### src/rtl/rtp_result_monitor.sv
// Multi-channel result collector: round-robin arbitration of per-channel hits into a FWFT FIFO,
// plus run-cycle/result counters, all-channel finish detection and an idle watchdog.
module rtp_result_monitor #(
  parameter int unsigned NUM_CH     = 2,
  parameter int unsigned DATA_W     = 32,
  parameter int unsigned CNT_W      = 64,
  parameter int unsigned FIFO_DEPTH = 8,
  parameter int unsigned TIMEOUT    = 1000000,
  localparam int unsigned CH_W      = (NUM_CH > 1) ? $clog2(NUM_CH) : 1
) (
  input  logic                     clock,
  input  logic                     reset,
  input  logic                     start,
  input  logic [NUM_CH-1:0]        ch_valid,
  input  logic [NUM_CH*DATA_W-1:0] ch_hitT,
  input  logic [NUM_CH*DATA_W-1:0] ch_ray_id,
  input  logic [NUM_CH-1:0]        ch_finish,
  output logic [NUM_CH-1:0]        ch_ready,
  output logic                     res_valid,
  input  logic                     res_ready,
  output logic [DATA_W-1:0]        res_hitT,
  output logic [DATA_W-1:0]        res_ray_id,
  output logic [CH_W-1:0]          res_ch,
  output logic [CNT_W-1:0]         total_cycle,
  output logic [CNT_W-1:0]         result_count,
  output logic                     run_done,
  output logic                     timeout,
  output logic [1:0]               state
);

  localparam int unsigned AW = $clog2(FIFO_DEPTH);
  localparam int unsigned CW = AW + 1;

  typedef enum logic [1:0] {StIdle = 2'd0, StRun = 2'd1, StDone = 2'd2, StTimeout = 2'd3} state_e;

  state_e              r_state, w_state_nxt;
  logic [CNT_W-1:0]    r_tc, r_rc;
  logic [NUM_CH-1:0]   r_fin, w_fin_all;
  logic [CH_W-1:0]     r_ptr, w_grant_idx, w_idx;
  logic [31:0]         r_idle;
  logic [NUM_CH-1:0]   w_grant;
  logic                w_accept, w_full, w_empty, w_pop;
  logic [AW-1:0]       r_wr, r_rd;
  logic [CW-1:0]       r_cnt;
  logic [DATA_W-1:0]   r_mem_hit [FIFO_DEPTH];
  logic [DATA_W-1:0]   r_mem_id  [FIFO_DEPTH];
  logic [CH_W-1:0]     r_mem_ch  [FIFO_DEPTH];

  assign w_full    = (r_cnt == CW'(FIFO_DEPTH));
  assign w_empty   = (r_cnt == '0);
  assign w_pop     = !w_empty && res_ready;
  assign w_fin_all = r_fin | ch_finish;

  // First valid channel at or after the RR pointer; nothing granted on a start cycle.
  always_comb begin
    w_grant     = '0;
    w_grant_idx = '0;
    w_accept    = 1'b0;
    w_idx       = '0;
    if (r_state == StRun && !start && !w_full) begin
      for (int unsigned k = 0; k < NUM_CH; k++) begin
        w_idx = CH_W'((32'(r_ptr) + k) % NUM_CH);
        if (!w_accept && ch_valid[w_idx]) begin
          w_accept       = 1'b1;
          w_grant[w_idx] = 1'b1;
          w_grant_idx    = w_idx;
        end
      end
    end
  end

  always_comb begin
    w_state_nxt = r_state;
    if (r_state == StRun && !w_accept) begin
      if (&w_fin_all) begin
        w_state_nxt = StDone;
      end else if (TIMEOUT != 0 && r_idle == 32'(TIMEOUT - 1)) begin
        w_state_nxt = StTimeout;
      end
    end
  end

  always_ff @(posedge clock or negedge reset) begin
    if (!reset) begin
      r_state <= StIdle;
      r_tc    <= '0;
      r_rc    <= '0;
      r_fin   <= '0;
      r_ptr   <= '0;
      r_idle  <= '0;
      r_wr    <= '0;
      r_rd    <= '0;
      r_cnt   <= '0;
    end else if (start) begin
      r_state <= StRun;
      r_tc    <= '0;
      r_rc    <= '0;
      r_fin   <= '0;
      r_ptr   <= '0;
      r_idle  <= '0;
      r_wr    <= '0;
      r_rd    <= '0;
      r_cnt   <= '0;
    end else begin
      r_state <= w_state_nxt;
      if (w_accept) r_wr <= r_wr + AW'(1);
      if (w_pop)    r_rd <= r_rd + AW'(1);
      if (w_accept && !w_pop)      r_cnt <= r_cnt + CW'(1);
      else if (!w_accept && w_pop) r_cnt <= r_cnt - CW'(1);
      if (r_state == StRun) begin
        r_tc  <= (&r_tc) ? r_tc : r_tc + CNT_W'(1);
        r_fin <= w_fin_all;
        if (w_accept) begin
          r_ptr  <= CH_W'((32'(w_grant_idx) + 1) % NUM_CH);
          r_rc   <= (&r_rc) ? r_rc : r_rc + CNT_W'(1);
          r_idle <= '0;
        end else begin
          r_idle <= (&r_idle) ? r_idle : r_idle + 32'd1;
        end
      end
    end
  end

  // Storage needs no reset: the head is masked whenever the FIFO is empty.
  always_ff @(posedge clock) begin
    if (w_accept) begin
      r_mem_hit[r_wr] <= ch_hitT[w_grant_idx*DATA_W +: DATA_W];
      r_mem_id[r_wr]  <= ch_ray_id[w_grant_idx*DATA_W +: DATA_W];
      r_mem_ch[r_wr]  <= w_grant_idx;
    end
  end

  assign ch_ready     = w_grant;
  assign res_valid    = !w_empty;
  assign res_hitT     = w_empty ? '0 : r_mem_hit[r_rd];
  assign res_ray_id   = w_empty ? '0 : r_mem_id[r_rd];
  assign res_ch       = w_empty ? '0 : r_mem_ch[r_rd];
  assign total_cycle  = r_tc;
  assign result_count = r_rc;
  assign run_done     = (r_state == StDone);
  assign timeout      = (r_state == StTimeout);
  assign state        = r_state;

endmodule

### config.mk
export PLATFORM = sky130hd
export DESIGN_NAME = rtp_result_monitor
export DESIGN_NICKNAME = d
export VERILOG_FILES = /design/src/rtl/rtp_result_monitor.sv
export SDC_FILE = /design/constraint.sdc
export NUM_CORES = 1
export LEC_CHECK = 0
export CAP_MARGIN = 15
export CORE_MARGIN = 2
export CORE_UTILIZATION = 55
export DETAILED_ROUTE_END_ITERATION = 8
export HOLD_SLACK_MARGIN = 0.06
export PLACE_DENSITY = 0.8
export SYNTH_ARGS = -nofsm -noshare
export SYNTH_HDL_FRONTEND = slang
export SYNTH_SLANG_ARGS = --single-unit
### constraint.sdc
create_clock -name clock -period 13.7 [get_ports clock]
set_input_delay 4.11 -clock clock [delete_from_list [all_inputs] [get_ports clock]]
set_output_delay 4.11 -clock clock [all_outputs]
set_load 0.05 [all_outputs]
# --- After elaboration in Yosys (flattened, before gate mapping) ---
# Memory sizes are Yosys's and may differ from the RTL's.
# Cells that the tools add are included.
word_totals:
  ram_bits: 520
  in_bits: 136
  n_memories: 3
  elab_cells: 119
  ff_bits: 175
  output_inout_bits: 200
mem_list:
  columns: ["memory", "depth", "width", "read_ports", "rd_clocked_by_memory_dff", "wr", "line", "text"]
  rows:
  - ["r_mem_hit", 8, 32, 1, 0, 1, "45", "logic [DATA_W-1:0] r_mem_hit [FIFO_DEPTH];"]
  - ["r_mem_id", 8, 32, 1, 0, 1, "46", "logic [DATA_W-1:0] r_mem_id [FIFO_DEPTH];"]
  - ["r_mem_ch", 8, 1, 1, 0, 1, "47", "logic [CH_W-1:0] r_mem_ch [FIFO_DEPTH];"]
classes:
  n_lt_le_gt_ge: 4
  eq_ne: 8
  n_reduce_logical: 31
  n_shift: 2
  n_bitwise: 2
  n_addsub: 9
  n_mux: 51
op_table:
  columns: ["operator", "n"]
  rows:
  - ["64-bit two-way mux", 7]
  - ["32-bit two-way mux", 6]
  - ["64-bit by 1-bit adder with 64-bit output (second input constant)", 2]
  - ["64-bit AND reduction", 2]
  - ["64-bit by 7-bit indexed part select with 32-bit output", 2]
  - ["32-bit by 1-bit adder with 32-bit output (second input constant)", 1]
  - ["32-bit by 20-bit == test with 1-bit output (second input constant)", 1]
  - ["32-bit AND reduction", 1]
  - ["2-bit two-way mux", 10]
  - ["1-bit two-way mux", 19]
  - ["3-bit two-way mux", 4]
  - ["4-bit two-way mux", 3]
  - ["2-bit AND reduction", 5]
  - ["1-bit logical AND", 9]
  - ["2-bit nonzero test", 4]
  - ["3-bit by 1-bit adder with 3-bit output (second input constant)", 2]
  - ["1-bit logical NOT", 6]
  - ["3-bit nonzero test", 2]
  - ["4-bit by 1-bit adder with 4-bit output (second input constant)", 1]
  - ["2-bit == test (second input constant)", 2]
  - ["4-bit == test (second input constant)", 1]
  - ["4-bit logical NOT", 1]
  - ["1-bit by 2-bit less-than comparator with 1-bit output (second input constant)", 2]
  - ["2-bit inequality test (second input constant)", 2]
  - ["other kinds (8)", 12]

# --- Logic depth before layout (Yosys ltp) ---
depth:
  ltp_word: 13
  ltp_mapped: 11
  ltp_nobuf: 11

# --- Least setup slack after synthesis ---
# Ideal clock, no wire load.
synth_timing:
  path_kind: "input-to-reg"
  startpoint: "input port start"
  endpoint: "memory r_mem_ch[2] (netlist name) (enable)"
  setup_ps: 671
  stages: 3
  n_path_buf: 0
  required_time_ps: 13029
  t_arrival_ps: 11519
  path_slack_ps: 1510
  cell_sequence: "nor3b_1 -> nand3_1 -> nor4b_1"
synth_between:
  elab_chain_len: 6
synth_rtl:
  columns: ["item", "line", "text"]
  rows:
  - ["from (decl)", "13", "input logic start,"]
  - ["1-bit logical NOT", "60", "if (r_state == StRun && !start && !w_full) begin"]
  - ["1-bit logical AND (2 in series)", "60", null]
  - ["1-bit two-way mux", "60", null]
  - ["1-bit two-way mux", "126", "if (w_accept) begin"]
  - ["1-bit two-way mux (not written as such)", "129", "r_mem_ch[r_wr] <= w_grant_idx;"]
  - ["to (decl)", "47", null]
# Every way passes these cells.

# --- Final worst setup path ---
layout_timing:
  startpoint: "input port start"
  endpoint: "output port ch_ready[1]"
layout_between:
  elab_chain_len: 4
layout_rtl:
  columns: ["item", "line", "text"]
  rows:
  - ["1-bit logical NOT", "60", null]
  - ["1-bit logical AND (2 in series)", "60", null]
  - ["2-bit two-way mux", "60", null]
  - ["to (decl)", "18", "output logic [NUM_CH-1:0] ch_ready,"]
# Every way passes these cells.

==> flow_summary.toml <==
[clocking]
cts_resized = 0
clock_sinks = 695
clk_pin_slew_ns = 0.06
root_buffer = "clkbuf_16"
insertion_delay_ns = 0.61
cts_buffer_depth = 3
hold_buffers = 0
cts_tree = "yes"
h-tree-depth = 3
cts_buffers = 72
post_cts_buffers = 0

[power]
power.leakage_nw = 12.92
peakVddDrop_uv = 263.7
p_sw_share_pct = 33.95
p_int_mw = 4.228
switching_power_mw = 2.173
p_seq_share_pct = 38.6
p_per_area_nw_per_um2 = 171.6
p_clk_share_pct = 30.9
combPwrFrac_pct = 30.5

[floorplanning]
die_width_um = 240.5
dieArea_um2 = 57840
ioPinCount = 336
initial_core_util_pct = 55.73
rows = 86
design.core.area_um2 = 55200
fp.dieH_um = 240.5

[detailed_routing]
drt-vias-per-instance = 6.382
wirelength_um = 81370
drt_iter0_drc = 2365
vias = 21390
firstDrtPassIters = 5
wl_per_cell_um = 24.28
drc = 0
ant_nets = 0

[timing]
hold-worst-slack_ns = 0.5024
tightestPinTransition_ns = 1.107
finalClockSkew_ns = 0.01980
rsz0062_at_grt = "false"
fmax_mhz = 93.60
drv_slew = 0
fin_crit_sh_pct = 77.98
finalCriticalPeriod_ns = 10.68
hold_viol = 0
setup_violations = 0
slew_headroom_pct = 25.77
fin_setup_tns_ns = 0

[grt]
overflow = 0
grt_pass1_vias = 21010
track_usage_pct = 28.32
grt_pass1_wl_um = 123600
gr-usage-met3_pct = 5.959
globalRouteMet2Util_pct = 47.07
grt_max_degree = 101
grt_antenna_before_repair = 0
busiest_layer = "met2"
use_met1_pct = 37.58

[hold_path]
hold-path-endpoint = "r_fin[1]"
worstHoldPathCells = 2
worstHoldStart = "r_fin[1]"
hold_class = "reg -> reg"

[synthesis]
ys_types = 72
synth_top_area_share_pct = 50.76
synth_seq_cells = 695
synth-edff-count = 520
syn-num-nets = 2377
async_reset_ff_share_pct = 25.18
ys_top_cells_by_area = "edfxtp_1 (51%), dfrtp_1 (14%), mux4_2 (9.5%)"
synth_area_per_cell_um2 = 13.78
yosysMostFrequentCell = "edfxtp_1"
synth_largest_area_cell = "edfxtp_1"
syn_area_um2 = 30760
yosys-top-cells-count = "edfxtp_1 (520), nand2_1 (326), dfrtp_1 (175), nor2_1 (155), mux4_2 (130)"
synth_seq_area_share_pct = 65.00
synthCells = 2233
yosysWarnings = 0
synth_ff_type = "edfxtp_1"

[worst_setup_path]
reg2reg_from = "r_cnt[1]"
r2r_setup_slack_ns = 9.58
crit_path_start_kind = "input port"
r2r_cells = 12
end_kind = "primary output"
r2r-end = "r_cnt[3]"
worstPathRequired_ns = 9.59
crit_arrival_ns = 6.57
crit_fanout = 66
criticalPathCategory = "in -> out"

[outcome]
status = "finished, final reports clean"

[placement]
dpl.cell_count = 3220
dp_hpwl_um = 48520
portBuffers = 335
routabilityCongestion = 0.9069

[finish]
fill_cells = 3632
antenna_cells = 0
area_growth_pct = 21.25
drive_above_1_share_pct = 12.17
final_cells = 3352
fin_nets = 2690

[run]
maxCapViolCount = 0
-- power by group through the flow --
stage          sequential, mW  combinational (mW)  clock, mW
2_1_floorplan            2.47                1.31          0
3_3_place_gp             2.50                1.90          0
3_5_place_dp             2.51                1.93          0
4_1_cts                  2.47                1.96       2.00
5_1_grt                  2.48                2.04       2.08
6_report                 2.47                1.95       1.98
-- final cells by class --
class                      instances  area [um2]  area share (%)
multi-input combinational       1395       10290           27.58
clock buffer                      91        1956           5.243
sequential                       695       20010           53.63
clock inverter                    41       447.9           1.201
timing repair buffer             369        3620           9.704
inverter                          13       48.80          0.1308
tap                              748       935.9           2.509
-- cells in the final DEF (no fill, tap or decap), types with 16 or more instances in the layout --
cell type	netlist	final
dfrtp_1	175	172
xor2_1	23	23
clkbuf_16	0	74
or4_1	31	31
nand3_1	113	112
nor4_1	31	29
buf_4	2	34
nor2_1	155	154
mux4_2	130	130
nor3_1	39	36
xnor2_1	16	16
a31oi_1	25	25
a21oi_1	39	39
o21ai_0	50	50
edfxtp_1	520	520
nand4_1	59	59
and4_1	19	19
nand2_1	326	326
o31ai_1	26	26
clkdlybuf4s50_1	0	333
mux2i_1	71	71
o211ai_1	23	23
a211o_1	17	17
and3_1	37	37
-- worst max-delay path by stage --
stage	end	from	cells past startpoint
3_3_place_gp	ch_ready[1]	start	6
5_1_grt	ch_ready[1]	start	6
6_report	ch_ready[1]	start	6
2_1_floorplan	r_mem_ch[2]	start	3
4_1_cts	ch_ready[1]	start	6
3_5_place_dp	ch_ready[1]	start	6
-- stage by stage --
| step | utilization, % | power [mW] | instance area (um2) | worst slack [ns] |
|---|---|---|---|---|
| 5_1_grt | 67.57 | 6.608 | 37300 | 2.757 |
| 4_1_cts | 67.57 | 6.436 | 37300 | 3.021 |
| 6_report | 67.57 | 6.401 | 37300 | 3.016 |
| 3_5_place_dp | 63.22 | 4.444 | 34900 | 3.025 |
| 3_3_place_gp | 63.22 | 4.405 | 34900 | 3.003 |
| 2_1_floorplan | - | 3.788 | 30760 | 1.510 |
-- worst max-delay path: stages --
cell and delay [ns]:
buf_4 0.25, nor3b_2 0.25, and2_1 0.21, nand3_4 0.63, inv_1 0.19, clkdlybuf4s50_1 0.82
-- logic make-up (layout without fill, tap and decap cells) --
family	after synthesis	in the layout	share of synthesized area, %
xor gates and xnor gates	39	39	1.110
muxes	201	201	11.83
buffers and inverters	143	514	1.887
DFF	695	695	65.00
AOI/OAI and AO/OA	249	249	5.393
adders and majority gates	8	8	0.3498
and+or+nand+nor	898	898	14.44
-- state kept, by name, summed over array words and instances, names as in the netlist --
signal	flops
state	2
result_count	64
r_fin	2
r_ptr	1
r_mem_hit	256
r_wr	3
total_cycle	64
r_cnt	4
r_rd	3
r_mem_id	256
r_mem_ch	8
r_idle	32
-- layer usage --
metal	part of all wire (%)	vias to the layer above
met5	0	-
met4	2.9	0
met3	9.7	175
met2	50	1268
met1	38	10670
li1	-	9277
Power figures use the tool's default switching activity.
